--- config.mk ---
export PLATFORM = sky130hd
export DESIGN_NAME = desconcatena_serial
export DESIGN_NICKNAME = d
export VERILOG_FILES = /design/src/rtl/desconcatena_serial_pkg.sv /design/src/rtl/desconcatena_serial_contador_bits.sv /design/src/rtl/desconcatena_serial.sv
export SDC_FILE = /design/constraint.sdc
export NUM_CORES = 1
export LEC_CHECK = 0
export CORE_UTILIZATION = 46
export CTS_CLUSTER_DIAMETER = 50
export DETAILED_ROUTE_END_ITERATION = 16
export HOLD_SLACK_MARGIN = 0.03
export PLACE_DENSITY = 0.86
export SYNTH_ARGS = -nofsm -noshare
export SYNTH_HDL_FRONTEND = slang
export SYNTH_HIERARCHICAL = 1
export SYNTH_SLANG_ARGS = --single-unit
export TNS_END_PERCENT = 30
--- constraint.sdc ---
create_clock -name Clock -period 1.5 [get_ports Clock]
set_input_delay 0.3 -clock Clock [delete_from_list [all_inputs] [get_ports Clock]]
set_output_delay 0.3 -clock Clock [all_outputs]
set_load 0.02 [all_outputs]
--- src/rtl/desconcatena_serial_pkg.sv ---
// desconcatena_serial_pkg: state encoding and default width shared by the serializer and its counter.
package desconcatena_serial_pkg;
  typedef enum logic [1:0] {
    OCIOSO  = 2'd0,
    DESLOCA = 2'd1,
    FIM     = 2'd2
  } estado_t;
  localparam int LARGURA_PADRAO = 12;
endpackage

--- src/rtl/desconcatena_serial_contador_bits.sv ---
// contador_bits: bit counter with synchronous clear and increment, async reset.
module contador_bits #(
  parameter int W = 4
) (
  input  logic         Clock,
  input  logic         Reset,
  input  logic         Limpa,
  input  logic         Incrementa,
  output logic [W-1:0] Contagem
);
  logic [W-1:0] cont_d, cont_q;
  always_comb cont_d = Limpa ? '0 : Incrementa ? cont_q + W'(1) : cont_q;
  always_ff @(posedge Clock or posedge Reset)
    if (Reset) cont_q <= '0;
    else cont_q <= cont_d;
  assign Contagem = cont_q;
endmodule

--- src/rtl/desconcatena_serial.sv ---
// desconcatena_serial: parallel-to-serial shifter with valid/accept handshake and done pulse.
module desconcatena_serial
  import desconcatena_serial_pkg::*;
#(
  parameter int LARGURA      = LARGURA_PADRAO,
  parameter int MSB_PRIMEIRO = 1
) (
  input  logic               Clock,
  input  logic               Reset,
  input  logic [LARGURA-1:0] Entrada,
  input  logic               Carrega,
  output logic               Pronto,
  output logic               BitSaida,
  output logic               BitValido,
  input  logic               BitAceito,
  output logic               Ultimo,
  output logic               Ocupado,
  output logic               Concluido
);
  localparam int LW = $clog2(LARGURA + 1);
  estado_t            estado_d, estado_q;
  logic [LARGURA-1:0] reg_d, reg_q;
  logic [LW-1:0]      contagem;
  logic               carga, consome;
  assign carga   = Carrega && estado_q == OCIOSO;
  assign consome = BitAceito && estado_q == DESLOCA;
  assign Ultimo  = estado_q == DESLOCA && contagem == LW'(LARGURA - 1);
  always_comb begin
    estado_d = estado_q == OCIOSO  ? (Carrega ? DESLOCA : OCIOSO) :
               estado_q == DESLOCA ? ((consome && Ultimo) ? FIM : DESLOCA) : OCIOSO;
    // shifting toward the output end leaves zeros behind, so the register is empty once idle
    reg_d    = carga   ? Entrada :
               consome ? (MSB_PRIMEIRO != 0 ? {reg_q[LARGURA-2:0], 1'b0} : {1'b0, reg_q[LARGURA-1:1]}) :
               reg_q;
  end
  always_ff @(posedge Clock or posedge Reset)
    if (Reset) begin
      estado_q <= OCIOSO;
      reg_q    <= '0;
    end else begin
      estado_q <= estado_d;
      reg_q    <= reg_d;
    end
  contador_bits #(.W(LW)) u_contador (
    .Clock     (Clock),
    .Reset     (Reset),
    .Limpa     (carga),
    .Incrementa(consome),
    .Contagem  (contagem)
  );
  assign Pronto    = estado_q == OCIOSO;
  assign BitValido = estado_q == DESLOCA;
  assign Ocupado   = estado_q != OCIOSO;
  assign Concluido = estado_q == FIM;
  assign BitSaida  = MSB_PRIMEIRO != 0 ? reg_q[LARGURA-1] : reg_q[0];
endmodule

==> metrics.md, run 1 <==
| Metric | Value |
|---|---|
| First-pass GRT wire length | between 3000 and 4000 um |
| CP Class | register to output port |
| Final Setup Violations | 1 |
| R2R cell count | 5 |
| Final slew viol count | 0 |
| DRC viols | 0 |
| Fin util | 69.8% |
| Worst r2r src | estado_q[0] |
| Worst slew pin tran | 0.205 ns |
| Commonest cells after routing, fill and taps aside | 18 x dfrtp_1, 15 x clkdlybuf4s50_1, 14 x buf_4 |
| Status | finished with violations |
| Leading cell type in the layout, fill and taps excluded | dfrtp_1 |
| RSZ-0062 raised after global routing | yes |
| Largest net degree at the start of global routing | 17 |
| TritonCTS clock tree | done |
| Area leader, netlist | dfrtp_1 |
| Fin crit share | 101% |
| Full die area | 2090 um2 |
| Nets | 145 |
| Leakage | roughly 0.58 nW |
| CP Capture Type | output port |
| Syn Std Cell Area | ~900 um2 |
| Yosys cell types | 25 |
| Syn Inst Count | 92 |
| Worst vdd ir | 0.892 mV |
| PnR Total Power | 2.00 mW |
| Routed WL | between 2000 and 2500 um |
| Synth warnings | 6 |
| Vias in the first global route | 799 |
| CORE AREA | 1760 um2 |
| Gr usage total | a little under a quarter |
| Root Buffer | clkbuf_4 |
| Reg clk slew, reported paths | 0.10 ns |
| Met1 Resource Use GR | 24.9% |
| Ranking of synthesized cells by area | dfrtp_1 51%, nand2_1 5.5%, nor2_1 5.5%, a21oi_1 5.1%, a21oi_2 4.0% |
| Sw frac | between 30% and 40% |
| # hold bufs at CTS | 0 |
| Max Freq | 659 MHz |
| Post-Syn Area per Cell | 9.56 um2 |
| Met3 usage | 8.73% |
| Critical Path Start | estado_q[1] |
| Worst Setup EP | Ultimo |
| Clk buf depth | 2 |
| Share of post-route cells with drive strength above 1 | between 20% and 30% |
| Layer with the highest usage | met2 |
| Final worst slack | -0.0173 ns |
| NetSw | a little over 0.7 mW |
| Initial antenna violation count | 0 |
| Failing checks | negative setup slack |
| Hold Crit Class | input pin to asynchronous set/reset pin |
| WP data required | 1.20 ns |
| Minimum hold slack | 0.197 ns |
| Power Density | 1620 nW/um2 |
| Final Hold Viols | 0 |
| DP HPWL | around 1500 um |
| Buffers on Ports | 21 |
| Syn Nets | 109 |
| Inserted Diodes | 0 |
| Arrival @ worst endpoint | between 1 and 1.5 ns |
| Tmin final | 1.52 ns |
| Reg-to-reg slack, setup | 0.03 ns |
| Vias per cell | 5.34 |
| Routed length per placed instance | roughly 13 um |
| Worst r2r dst | reg_q[9] |
| Starting DRC count in detailed routing | 11 |
| Clock share of power | 15.3% |
| Ports | 22 |
| Antenna Nets Post-Route | 0 |
| Comb power frac | around 44% |
| Initial core utilization | 49.9% |
| Register share of total power | approximately two fifths |
| Layout area overhead | 40.0% |
| Place WS | -0.154 ns |
| Number of fill cells | between 100 and 150 |
| Vias | 812 |
| Clock Latency Late Sink | 0.30 ns |
| Critical path launch point type | register |
| Post-synthesis sequential area ratio | 51.2% |
| Slew headroom | between 80% and 90% |
| Die Ht | roughly 46 um |
| Share of the synthesized area in the top cell type | 51.2% |
| CP Max Fanout | 2 |
| Pre-antenna DRT Iters | 4 |
| Site row count | 15 |
| GPL Wtd Cong | approximately 0.75 |
| Met2 usage | 38.0% |
| CTS Buf Count | 3 |
| Int Power | approximately 1.3 mW |
| Yosys reg bits | 18 |
| Die X | between 40 and 50 um |
| CTS Sinks | 18 |
| Grt ovf | 0 |
| Worst Skew | 0.00191 ns |
| Htree depth | 1 |
| Total of max-cap violations | 0 |
critical path, stage by stage, from the launching register on:
cell	delay, ns
dfrtp_1	0.40
nor2b_2	0.13
nand3b_1	0.10
nor2_1	0.12
buf_4	0.16
registers in the layout, indices dropped and copies added (netlist names):
| register | cells |
|---|---|
| u_contador/Contagem | 4 |
| reg_q | 12 |
| estado_q | 2 |
cell usage after synthesis:
library cell  number
o22ai_1            1
buf_4              1
buf_2              2
clkinv_4           1
a21oi_2            4
buf_8              1
a21oi_1            9
nand2_1           13
dfrtp_1           18
inv_2              1
nor2_1            13
mux2_4             1
nand3b_1           3
ha_1               1
a22oi_1            4
mux2i_1            1
nand3_1            6
nand4_1            1
or3b_4             1
nor3_1             1
nor2b_1            3
inv_1              3
o22a_1             1
a21bo_2            1
xnor2_1            1
layout make-up:
class	count	area, um2	area share, %
Sequential cell	18	450	36.6
Inverter	5	23.8	1.93
Timing Repair Buffer	35	304	24.7
Multi-Input combinational cell	65	385	31.3
Tap cell	25	31.3	2.54
Clock buffer	4	36.3	2.95
power by group through the flow:
| stage | Sequential (mW) | Combinational [mW] | Clock, mW |
|---|---|---|---|
| floorplan | 0.825 | 0.522 | 0 |
| global placement | 0.801 | 0.864 | 0 |
| detailed placement | 0.813 | 0.909 | 0 |
| CTS | 0.805 | 0.883 | 0.319 |
| global route | 0.831 | 0.975 | 0.339 |
| finish | 0.807 | 0.887 | 0.306 |
worst min-delay path by stage:
stage / startpoint / to / slack, ns / cells after the start
finish: Reset / u_contador/Contagem[2] / 0.20 / 2
global route: Reset / u_contador/Contagem[0] / 0.21 / 2
CTS: Reset / u_contador/Contagem[1] / 0.20 / 2
detailed placement: reg_q[0] / reg_q[0] / 0.49 / 2
global placement: reg_q[10] / reg_q[10] / 0.48 / 2
floorplan: Reset / u_contador/Contagem[0] / 0.07 / 1
cells by family after synthesis:
family,synth area share (%)
buffers and inverters,6.40
DFF,51.2
muxes,2.84
adders and majority gates,1.42
xor gates and xnor gates,0.996
AOI/OAI and AO/OA,15.4
and+or+nand+nor,21.8
per-stage QoR:
step / setup TNS (ns) / cells / area, um2
2_1_floorplan: 0 / 92 / 882
3_3_place_gp: -1.58 / 148 / 1210
3_5_place_dp: -1.98 / 148 / 1210
4_1_cts: -0.0951 / 152 / 1230
5_1_grt: -0.122 / 152 / 1230
6_report: -0.0173 / 152 / 1230
timing repair:
action,in CTS,in global routing
setup buffers,0,0
gates resized for setup,21,3
hold endpoints to repair,0,0
pin swaps,0,2
endpoints found under the setup margin,6,5
per-layer routing:
metal | wire (um) | vias up | share of wire, %
met5 | 0 | - | 0
met1 | 783 | 389 | 39
li1 | - | 386 | -
met4 | 32 | 0 | 1.6
met2 | 1070 | 32 | 53
met3 | 139 | 5 | 6.9
Power figures use the tool's default switching activity.
==> run 2: changes to the inputs <==
Settings changed: CORE_ASPECT_RATIO set to 0.9, CTS_CLUSTER_SIZE set to 25.
==> run 2 against run 1 <==
Compared with the run above: the run still ends with negative setup slack left; sequential power rose by 0.6%; utilization rose by 1.6 points; register-to-register slack improved by 0.03 ns; die area barely moved; hold slack improved by 0.015 ns.
==> metrics.md, run 2 (same netlist as run 1, synthesis figures left out) <==
| Metric | Value |
|---|---|
| Status | finished with violations |
| Failing checks | negative setup slack |
| CP Max Fanout | 2 (unchanged) |
| Vias in the first global route | 803 (+0.50%) |
| GPL Wtd Cong | 0.751 (+0.59%) |
| Sw frac | 35.6% (-0.29 points) |
| NetSw | 0.711 mW (-0.76%) |
| Die X | 48.1 um (+5.2%) |
| Worst r2r src | estado_q[1] |
| Vias per cell | 5.13 (-4.1%) |
| CTS Buf Count | 3 (unchanged) |
| Post-CTS Setup Repair Bufs | 0 (unchanged) |
| Inserted Diodes | 0 (unchanged) |
| R2R cell count | 5 (unchanged) |
| Final Non-Filler Cells | 152 (unchanged) |
| Max Freq | 663 MHz (+0.59%) |
| Worst Skew | 0.00671 ns (+0.00480 ns) |
| Initial antenna violation count | 0 (unchanged) |
| Antenna Nets Post-Route | 0 (unchanged) |
| Leakage | 0.585 nW (+1.1%) |
| Buffers on Ports | 21 (unchanged) |
| Reg clk slew, reported paths | 0.11 ns (about the same) |
| Worst slew pin tran | 0.208 ns (+0.00295 ns) |
| Clock share of power | 15.2% (about the same) |
| Leading cell type in the layout, fill and taps excluded | dfrtp_1 |
| Final Setup Violations | 1 (unchanged) |
| Layout area overhead | 40.8% |
| Max incr delay on CP | 0.40 ns (about the same) |
| PnR Total Power | 2.00 mW (about the same) |
| Site row count | 14 (-1) |
| Slew headroom | 86.2% (-0.20 points) |
| Seq. cell area | 450 um2 (unchanged) |
| Max reg flops | 12 (unchanged) |
| Ports | 22 (unchanged) |
| Hold Crit Class | input pin to asynchronous set/reset pin |
| Placed instance count | 148 (unchanged) |
| Routed length per placed instance | 12.7 um (-5.2%) |
| Critical path launch point type | register |
| Slowest cell on crit path | dfrtp_1 |
| Worst vdd ir | 0.955 mV (+7.1%) |
| CORE AREA | 1730 um2 (-1.7%) |
| Comb power frac | 44.2% (-0.2 points) |
| Largest net degree at the start of global routing | 15 (-2) |
| WP data required | 1.20 ns (about the same) |
| Htree depth | 1 (unchanged) |
| CP Class | register to output port |
| CTS Sinks | 18 (unchanged) |
| Cell Chain, Critical Path | nor2b_2, nand3b_1, nor2_1, buf_4 |
| Initial core utilization | 50.7% (+0.86 points) |
| Reg-to-reg slack, setup | 0.06 ns (+0.03 ns) |
| Final Hold Viols | 0 (unchanged) |
| Number of fill cells | 134 (-8.8%) |
| Register share of total power | 40.6% (+0.3 points) |
| RSZ-0062 raised after global routing | yes |
| Gr usage total | 20.5% (-2.1 points) |
| Routed WL | 1920 um (-5.2%) |
| Share of post-route cells with drive strength above 1 | 27.3% (-0.22 points) |
| Biggest register | reg_q |
| Int Power | 1.29 mW (+0.49%) |
| Fin crit share | 101% (-0.59 points) |
| Die Ht | 43.5 um (-4.9%) |
| Fin util | 71.4% (+1.6 points) |
| Multi-input logic area | 383 um2 (-0.65%) |
| Root Buffer | clkbuf_4 |
| Commonest cells after routing, fill and taps aside | 18 x dfrtp_1, 15 x clkdlybuf4s50_1, 14 x buf_4 |
| Starting DRC count in detailed routing | 15 (+4) |
| Clock Latency Late Sink | 0.29 ns (about the same) |
| TritonCTS clock tree | done |
| Vias | 779 (-4.1%) |
| Full die area | 2090 um2 (about the same) |
| Grt ovf | 0 (unchanged) |
| First-pass GRT wire length | 3090 um (-4.5%) |
| Final slew viol count | 0 (unchanged) |
| Place WS | -0.162 ns (-0.00801 ns) |
| Setup TNS Final | -0.00834 ns (+0.00891 ns) |
| Total of max-cap violations | 0 (unchanged) |
| Worst r2r dst | u_contador/Contagem[3] |
| Final worst slack | -0.00834 ns (+0.00891 ns) |
| Nets | 146 (+0.69%) |
| DRC viols | 0 (unchanged) |
| Clk buf depth | 2 (unchanged) |
| DP HPWL | 1430 um (-2.2%) |
| Power Density | 1620 nW/um2 (-0.57%) |
| Pre-antenna DRT Iters | 4 (unchanged) |
| CP Capture Type | output port |
| Tmin final | 1.51 ns (-0.00891 ns) |
| Arrival @ worst endpoint | 1.21 ns (about the same) |
[run 2: cell type report]
cell class                 instances  share of cell area, %
clock buffer                       4                   2.93
inverter                           5                   1.92
multi-input combinational         65                   30.9
sequential                        18                   36.4
tap                               24                   2.42
timing repair buffer              36                   25.5
[run 2: how the worst max path moves through the flow]
stage                start                     end  slack [ns]  cells past startpoint
2_1_floorplan  estado_q[1]  u_contador/Contagem[3]        0.07                      5
3_3_place_gp       Carrega                reg_q[9]       -0.14                      5
3_5_place_dp       Carrega                reg_q[8]       -0.16                      6
4_1_cts        estado_q[1]               BitValido       -0.01                      3
5_1_grt        estado_q[1]                  Ultimo       -0.07                      4
6_report       estado_q[1]                  Ultimo      -0.008                      4
[run 2: critical path, delay by kind of cell, from the launching register on]
kind	cells	cell delay (ns)
buf+inv	1	0.15
flops	1	0.40
simple gates	3	0.38
[run 2: metal layers]
metal	vias to the layer above	routed length (um)	GRT usage [%]	part of all wire, %
met3	0	97	5.83	5.0
met1	369	870	25.5	45
met4	0	0	6.11	0
li1	384	-	-	-
met2	26	956	34.1	50
met5	-	0	0	0
[run 2: repair_timing]
| item | 4_1_cts | 5_1_grt |
|---|---|---|
| gates cloned | 0 | 0 |
| setup endpoints to repair | 6 | 6 |
| hold buffers | 0 | 0 |
| gates resized for setup | 22 | 3 |
| pin swaps | 1 | 2 |
[run 2: metrics by stage]
stage / hold slack (ns) / cell area (um2)
6_report: 0.212 / 1240
3_5_place_dp: 0.491 / 1210
4_1_cts: 0.221 / 1240
3_3_place_gp: 0.483 / 1210
2_1_floorplan: 0.0661 / 882
5_1_grt: 0.256 / 1240
[run 2: power groups by stage]
stage / combinational [mW] / clock, mW / sequential, mW
final: 0.885 / 0.304 / 0.812
after global routing: 0.981 / 0.312 / 0.832
after CTS: 0.885 / 0.304 / 0.809
after detailed placement: 0.908 / 0 / 0.816
after global placement: 0.867 / 0 / 0.804
after floorplan: 0.522 / 0 / 0.825
